## src/rtl/wb_pkg.sv

```systemverilog
`default_nettype none
// ============================================================================
// Module      : wb_pkg
// Description : Shared types and constants for the posted-write buffer.
// Revision    : 1.0 - initial release
// ============================================================================
package wb_pkg;

    // Request direction encoding on both S_rw and M_rw
    localparam logic RW_READ  = 1'b1;
    localparam logic RW_WRITE = 1'b0;

    // Default widths of a queued entry
    localparam int unsigned c_ADDR_W = 32;
    localparam int unsigned c_DATA_W = 32;

    // One queued posted write at the default widths
    typedef struct packed {
        logic [c_ADDR_W-1:0] addr;
        logic [c_DATA_W-1:0] data;
    } wb_entry_t;

    // Cache-facing request handler
    typedef enum logic [1:0] {
        U_IDLE      = 2'd0,
        U_WAIT_SLOT = 2'd1,
        U_RD_MEM    = 2'd2,
        U_RESP      = 2'd3
    } u_state_e;

    // Memory-facing transaction issuer
    typedef enum logic [1:0] {
        D_IDLE  = 2'd0,
        D_DRAIN = 2'd1,
        D_READ  = 2'd2
    } d_state_e;

endpackage
`default_nettype wire

```

## src/rtl/wb_fifo.sv

```systemverilog
`default_nettype none
// ============================================================================
// Module      : wb_fifo
// Description : Circular store of {address, data} posted writes with
//               full/empty flags and a youngest-match address search.
// Revision    : 1.0 - initial release
// ============================================================================
module wb_fifo #(
    parameter int unsigned ADDR_W = 32,
    parameter int unsigned DATA_W = 32,
    parameter int unsigned DEPTH  = 4
) (
    input  logic              clk,
    input  logic              rst,
    input  logic              i_push,
    input  logic [ADDR_W-1:0] i_addr,
    input  logic [DATA_W-1:0] i_data,
    input  logic              i_pop,
    output logic [ADDR_W-1:0] o_head_addr,
    output logic [DATA_W-1:0] o_head_data,
    input  logic [ADDR_W-1:0] i_search_addr,
    output logic              o_hit,
    output logic [DATA_W-1:0] o_hit_data,
    output logic              o_full,
    output logic              o_empty
);

    localparam int unsigned c_IDX_W = $clog2(DEPTH);
    localparam int unsigned c_PTR_W = c_IDX_W + 1;

    logic [ADDR_W-1:0]  r_addr [DEPTH];
    logic [DATA_W-1:0]  r_data [DEPTH];
    logic [c_PTR_W-1:0] r_wr_ptr;
    logic [c_PTR_W-1:0] r_rd_ptr;
    logic [c_PTR_W-1:0] w_count;
    logic               w_do_push;
    logic               w_do_pop;

    // The extra pointer MSB distinguishes full from empty when indices match
    assign w_count   = r_wr_ptr - r_rd_ptr;
    assign o_empty   = (r_wr_ptr == r_rd_ptr);
    assign o_full    = (r_wr_ptr[c_PTR_W-1] != r_rd_ptr[c_PTR_W-1]) &&
                       (r_wr_ptr[c_IDX_W-1:0] == r_rd_ptr[c_IDX_W-1:0]);
    assign w_do_push = i_push && !o_full;
    assign w_do_pop  = i_pop && !o_empty;

    assign o_head_addr = r_addr[r_rd_ptr[c_IDX_W-1:0]];
    assign o_head_data = r_data[r_rd_ptr[c_IDX_W-1:0]];

    // Pointer update; a simultaneous push and pop advances both
    always_ff @(posedge clk) begin
        if (rst) begin
            r_wr_ptr <= '0;
            r_rd_ptr <= '0;
        end else begin
            if (w_do_push) r_wr_ptr <= r_wr_ptr + 1'b1;
            if (w_do_pop)  r_rd_ptr <= r_rd_ptr + 1'b1;
        end
    end

    // Entry storage; contents need no reset because the pointers gate validity
    always_ff @(posedge clk) begin
        if (w_do_push) begin
            r_addr[r_wr_ptr[c_IDX_W-1:0]] <= i_addr;
            r_data[r_wr_ptr[c_IDX_W-1:0]] <= i_data;
        end
    end

    // Walk oldest to youngest over valid entries so the youngest match wins
    always_comb begin
        o_hit      = 1'b0;
        o_hit_data = '0;
        for (int i = 0; i < int'(DEPTH); i++) begin
            logic [c_IDX_W-1:0] w_slot;
            w_slot = r_rd_ptr[c_IDX_W-1:0] + c_IDX_W'(i);
            if ((c_PTR_W'(i) < w_count) && (r_addr[w_slot] == i_search_addr)) begin
                o_hit      = 1'b1;
                o_hit_data = r_data[w_slot];
            end
        end
    end

endmodule
`default_nettype wire

```

## src/rtl/write_buffer.sv

```systemverilog
`default_nettype none
// ============================================================================
// Module      : write_buffer
// Description : Posted-write buffer between the cache system port and main
//               memory. Stores are queued and drained in the background;
//               reads are served from the buffer on a hit or bypass the
//               queued writes to memory on a miss.
// Revision    : 1.0 - initial release
// ============================================================================
module write_buffer
    import wb_pkg::*;
#(
    parameter int unsigned ADDR_W = 32,
    parameter int unsigned DATA_W = 32,
    parameter int unsigned DEPTH  = 4
) (
    input  logic              clk,
    input  logic              rst,
    input  logic              S_strobe,
    input  logic              S_rw,
    input  logic [ADDR_W-1:0] S_address,
    input  logic [DATA_W-1:0] S_data_out,
    output logic [DATA_W-1:0] S_data_in,
    output logic              S_ready,
    output logic              M_strobe,
    output logic              M_rw,
    output logic [ADDR_W-1:0] M_address,
    output logic [DATA_W-1:0] M_data_out,
    input  logic [DATA_W-1:0] M_data_in,
    input  logic              M_ready,
    output logic              wb_empty,
    output logic              wb_full
);

    u_state_e          r_u_state;
    u_state_e          w_u_next;
    d_state_e          r_d_state;
    d_state_e          w_d_next;

    logic              w_push;
    logic              w_pop;
    logic              w_load_hit;
    logic              w_load_miss;
    logic              w_load_mem;
    logic              w_issue_read;
    logic              w_issue_drain;

    logic              w_full;
    logic              w_empty;
    logic              w_hit;
    logic [DATA_W-1:0] w_hit_data;
    logic [ADDR_W-1:0] w_head_addr;
    logic [DATA_W-1:0] w_head_data;

    logic [ADDR_W-1:0] r_rd_addr;
    logic [DATA_W-1:0] r_s_data_in;
    logic              r_m_strobe;
    logic              r_m_rw;
    logic [ADDR_W-1:0] r_m_address;
    logic [DATA_W-1:0] r_m_data_out;

    wb_fifo #(
        .ADDR_W (ADDR_W),
        .DATA_W (DATA_W),
        .DEPTH  (DEPTH)
    ) u_fifo (
        .clk           (clk),
        .rst           (rst),
        .i_push        (w_push),
        .i_addr        (S_address),
        .i_data        (S_data_out),
        .i_pop         (w_pop),
        .o_head_addr   (w_head_addr),
        .o_head_data   (w_head_data),
        .i_search_addr (S_address),
        .o_hit         (w_hit),
        .o_hit_data    (w_hit_data),
        .o_full        (w_full),
        .o_empty       (w_empty)
    );

    // Upstream next-state: accept writes into the queue, answer reads
    always_comb begin
        w_u_next    = r_u_state;
        w_push      = 1'b0;
        w_load_hit  = 1'b0;
        w_load_miss = 1'b0;
        w_load_mem  = 1'b0;
        case (r_u_state)
            U_IDLE: begin
                if (S_strobe) begin
                    if (S_rw == RW_WRITE) begin
                        if (!w_full) begin
                            w_push   = 1'b1;
                            w_u_next = U_RESP;
                        end else begin
                            w_u_next = U_WAIT_SLOT;
                        end
                    end else if (w_hit) begin
                        w_load_hit = 1'b1;
                        w_u_next   = U_RESP;
                    end else begin
                        w_load_miss = 1'b1;
                        w_u_next    = U_RD_MEM;
                    end
                end
            end
            U_WAIT_SLOT: begin
                // Registered full only: a pop this cycle frees the slot next cycle
                if (!w_full) begin
                    w_push   = 1'b1;
                    w_u_next = U_RESP;
                end
            end
            U_RD_MEM: begin
                if ((r_d_state == D_READ) && M_ready) begin
                    w_load_mem = 1'b1;
                    w_u_next   = U_RESP;
                end
            end
            U_RESP:  w_u_next = U_IDLE;
            default: w_u_next = U_IDLE;
        endcase
    end

    // Upstream state, read-data capture and latched miss address
    always_ff @(posedge clk) begin
        if (rst) begin
            r_u_state   <= U_IDLE;
            r_s_data_in <= '0;
            r_rd_addr   <= '0;
        end else begin
            r_u_state <= w_u_next;
            if (w_load_hit)  r_s_data_in <= w_hit_data;
            if (w_load_mem)  r_s_data_in <= M_data_in;
            if (w_load_miss) r_rd_addr   <= S_address;
        end
    end

    // Downstream next-state: a pending read miss beats draining the queue
    always_comb begin
        w_d_next      = r_d_state;
        w_pop         = 1'b0;
        w_issue_read  = 1'b0;
        w_issue_drain = 1'b0;
        case (r_d_state)
            D_IDLE: begin
                if (r_u_state == U_RD_MEM) begin
                    w_issue_read = 1'b1;
                    w_d_next     = D_READ;
                end else if (!w_empty) begin
                    w_issue_drain = 1'b1;
                    w_d_next      = D_DRAIN;
                end
            end
            D_DRAIN: begin
                if (M_ready) begin
                    w_pop    = 1'b1;
                    w_d_next = D_IDLE;
                end
            end
            D_READ: begin
                if (M_ready) w_d_next = D_IDLE;
            end
            default: w_d_next = D_IDLE;
        endcase
    end

    // Downstream state and registered memory request, held until M_ready
    always_ff @(posedge clk) begin
        if (rst) begin
            r_d_state    <= D_IDLE;
            r_m_strobe   <= 1'b0;
            r_m_rw       <= RW_READ;
            r_m_address  <= '0;
            r_m_data_out <= '0;
        end else begin
            r_d_state <= w_d_next;
            if (w_issue_read) begin
                r_m_strobe   <= 1'b1;
                r_m_rw       <= RW_READ;
                r_m_address  <= r_rd_addr;
                r_m_data_out <= '0;
            end else if (w_issue_drain) begin
                r_m_strobe   <= 1'b1;
                r_m_rw       <= RW_WRITE;
                r_m_address  <= w_head_addr;
                r_m_data_out <= w_head_data;
            end else if ((r_d_state != D_IDLE) && M_ready) begin
                r_m_strobe <= 1'b0;
            end
        end
    end

    assign S_ready    = (r_u_state == U_RESP);
    assign S_data_in  = r_s_data_in;
    assign M_strobe   = r_m_strobe;
    assign M_rw       = r_m_rw;
    assign M_address  = r_m_address;
    assign M_data_out = r_m_data_out;
    assign wb_empty   = w_empty;
    assign wb_full    = w_full;

endmodule
`default_nettype wire

```

## config.mk

```make
export PLATFORM = sky130hd
export DESIGN_NAME = write_buffer
export DESIGN_NICKNAME = d
export VERILOG_FILES = /design/src/rtl/wb_pkg.sv /design/src/rtl/wb_fifo.sv /design/src/rtl/write_buffer.sv
export SDC_FILE = /design/constraint.sdc
export NUM_CORES = 1
export LEC_CHECK = 0
export BUFFER_PORTS_ARGS = -buffer_cell sky130_fd_sc_hd__clkbuf_2
export CAP_MARGIN = 25
export CORE_ASPECT_RATIO = 0.8
export CORE_MARGIN = 2
export CORE_UTILIZATION = 25
export CTS_BUF_LIST = sky130_fd_sc_hd__clkbuf_8
export DETAILED_ROUTE_END_ITERATION = 8
export GPL_TIMING_DRIVEN = 1
export HOLD_SLACK_MARGIN = 0.08
export PLACE_DENSITY_LB_ADDON = 0.1
export SLEW_MARGIN = 0
export SYNTH_ARGS = -nofsm -noshare
export SYNTH_HDL_FRONTEND = slang
export SYNTH_SLANG_ARGS = --single-unit
```

## constraint.sdc

```tcl
create_clock -name clk -period 8.6 [get_ports clk]
set_clock_uncertainty 0.2 [all_clocks]
set_input_delay 2.15 -clock clk [delete_from_list [all_inputs] [get_ports clk]]
set_output_delay 2.15 -clock clk [all_outputs]
set_load 0.01 [all_outputs]
```

==> impl_metrics.toml <==
[cts]
clock-sinks = 398
ctsResizeCount = 0
clk_pin_slew_ns = 0.06
post_cts_buffers = 0
cts_max_path_buffers = 3
htreeDepth = 3
clock_latency_ns = 0.70
cts_hold_buf = 0
cts-buffers-inserted = 81
clock-root-buffer = "clkbuf_8"
cts_tree = "built"

[min_path]
hp-class = "reg2reg"
hp-start = "M_data_out[3]$_SDFFE_PP0P_"
holdPathStages = 2
min_to = "M_data_out[3]$_SDFFE_PP0P_"

[sta]
slew_violations = 0
finalSetupTns_ns = 0
timing.final.ws_setup_ns = 2.60
worst_pin_slew_ns = 1.08
maxSlewHeadroom = 0.276
hold_viol_final = 0
fmax_ghz = 0.167
setup_violations = 0
rsz0062_at_grt = "false"
period_minus_slack_ns = 6.00
finalCritPeriodShare = 0.698

[power]
p_per_area_mw_per_mm2 = 249
pwr-share-comb = 0.301
p_seq_frac = 0.409
peakVddDrop_v = 0.000162
internal-power_mw = 4.18
sw_frac_of_total = 0.371
p_sw_mw = 2.47
leakagePower_nw = 8.67
pwr-share-clk = 0.290

[place]
numPortBuffers = 201
preCtsSetupSlack_ns = 2.35
dp.cells = 2977
gp_congestion = 0.797
dpl.hpwl_mm = 55.5

[cells_and_area]
drive_gt1_frac = 0.346
fin_util = 0.292
area_delta_synth_final_pct = 15.8
fin_cells = 3130
final_nets = 1965
layout_common_cells = "edfxtp_1 (256), mux4_2 (224), clkbuf_2 (200)"
final_common_cell = "edfxtp_1"

[logic_synthesis]
synth_simple_gate_area_share = 0.0694
syn-cell-area_mm2 = 0.0230
yosys.area_share.adder = 0.00849
ys_seq_area_frac = 0.458
synthMuxAreaShare = 0.296
synth_edf_count = 256
yosys_warnings = 0
async_flop_share = 0
avgSynthCellArea_um2 = 13.6
synth_compound_area_frac = 0.0851
syn_nets = 1804
synth-seq-cells = 398
synth_xor_area_frac = 0.0445
synthFlopType = "edfxtp_1"
ys_types = 67
netlist_instances = 1688
synth_top_family_by_area = "multiplexers"

[route]
firstDrtPassIters = 5
drtIter0Drc = 1325
wl_per_cell_um = 27.4
viasPerCell = 5.15
remaining_drc_errors = 0
finalWirelength_mm = 85.6
num_vias = 16126
detail-route-antenna-nets = 0

[die]
die_h_um = 275
row_count = 99
initial_core_util = 0.252
dieArea_mm2 = 0.0945
core_area_mm2 = 0.0912
pin_count = 202
fp.dieW_um = 343

[worst_setup_path]
worst_setup_path_start_kind = "flip-flop"
critPathCaptureType = "flip-flop"
reg2reg_depth = 11
critPathKind = "reg2reg"
crit_required_ns = 9.01
reg2reg_slack_ns = 2.60
arrival_ns = 6.41
cp_max_fo = 44
r2r_end = "S_data_in[4]$_SDFFE_PP0P_"
r2r_start = "u_fifo.r_rd_ptr[1]$_SDFFE_PP0P_"

[global_route]
grt_first_pass_wirelength_mm = 121
globalRouteOverflowTotal = 0
grt_antenna_before_repair = 16
grt_max_degree = 115
track_usage = 0.179
first_global_vias = 16364

[outcome]
status = "complete, no violations"

[flow_run]
max-cap-violations = 0
==> worst max-delay path by stage <==
| stage | start | cells past startpoint | endpoint |
|---|---|---|---|
| 4_1_cts | u_fifo.r_rd_ptr[1]$_SDFFE_PP0P_ | 10 | S_data_in[4]$_SDFFE_PP0P_ |
| 2_1_floorplan | S_address[11] | 12 | S_data_in[4]$_SDFFE_PP0P_ |
| 5_1_grt | u_fifo.r_rd_ptr[1]$_SDFFE_PP0P_ | 10 | S_data_in[3]$_SDFFE_PP0P_ |
| 6_report | u_fifo.r_rd_ptr[1]$_SDFFE_PP0P_ | 11 | S_data_in[4]$_SDFFE_PP0P_ |
| 3_5_place_dp | S_address[30] | 10 | S_data_in[10]$_SDFFE_PP0P_ |
| 3_3_place_gp | S_address[30] | 10 | S_data_in[9]$_SDFFE_PP0P_ |
==> cells by family (layout without fill, tap and decap cells) <==
logic type      after synthesis  after routing
flops                       398            398
buf+inv                     178            403
simple gates                344            344
mux                         395            395
other cells                   0              5
compound gates              241            241
fa+ha+maj                    15             15
xor+xnor                    117            117
==> per-stage QoR <==
stage                     power, mW  hold slack [ns]  instance area [µm²]
final                          6.64            0.255                26600
after detailed placement       4.76            0.249                25000
after floorplan                3.86            0.261                23000
after global placement         4.76            0.238                25000
after CTS                      6.73            0.257                26600
after global routing           7.00            0.269                26600
==> metal layers <==
layer | vias to the layer above | global-route usage | share of wire
li1 | 7022 | - | -
met1 | 8507 | 0.252 | 0.47
met2 | 444 | 0.262 | 0.43
met3 | 137 | 0.0559 | 0.071
met4 | 16 | 0.0540 | 0.026
met5 | - | 0 | 0.0013
==> critical path: stages (launching register included) <==
cell      delay [ns]
dfxtp_4         0.80
ha_4            0.73
buf_4           0.44
mux2i_1         0.53
o221ai_1        0.21
a222oi_1        0.35
nand4_1         0.12
or4b_1          0.54
o311ai_2        0.70
nand2_1         0.61
buf_4           0.44
o22ai_1         0.17
==> state kept, by name (all words and copies together), names as in the netlist, named ones only <==
| register | flops |
|---|---|
| u_fifo.r_addr | 128 |
| u_fifo.r_data | 128 |
| M_address | 32 |
| M_data_out | 32 |
| S_data_in | 32 |
| r_rd_addr | 32 |
| u_fifo.r_rd_ptr | 3 |
| u_fifo.r_wr_ptr | 3 |
| r_d_state | 2 |
| r_u_state | 2 |
| M_rw | 1 |
| M_strobe | 1 |
==> power by group through the flow <==
| stage | combinational (mW) | clock, mW | sequential (mW) |
|---|---|---|---|
| 6_report | 2.00 | 1.93 | 2.72 |
| 5_1_grt | 2.17 | 2.08 | 2.75 |
| 4_1_cts | 2.03 | 2.00 | 2.70 |
| 3_5_place_dp | 2.02 | 0 | 2.74 |
| 3_3_place_gp | 2.02 | 0 | 2.74 |
| 2_1_floorplan | 1.19 | 0 | 2.66 |
==> cell type report <==
class,count,area [µm²]
diodes,5,12.5
clock buffers,91,1250
clock inverters,56,298
fillers,9359,64500
inverters,19,71.3
multi-input cells,1112,11600
flip-flops and latches,398,10500
well taps,1212,1520
repair buffers,237,1310
==> cell usage after synthesis, types with 19 or more instances <==
library cell | instances | area, µm²
edfxtp_1 | 256 | 7690
o21bai_1 | 32 | 240
dfxtp_1 | 142 | 2840
nand2_1 | 144 | 541
nand4_1 | 20 | 125
a221oi_2 | 29 | 435
o22ai_1 | 39 | 244
inv_1 | 19 | 71.3
nor2_1 | 85 | 319
clkbuf_1 | 93 | 349
mux2i_1 | 134 | 1340
a21oi_1 | 45 | 225
xor2_1 | 26 | 228
mux4_2 | 224 | 5040
a311oi_1 | 34 | 298
nor2b_1 | 40 | 250
mux2_2 | 36 | 405
xnor2_1 | 91 | 797
buf_2 | 23 | 115
Power figures use the tool's default switching activity.
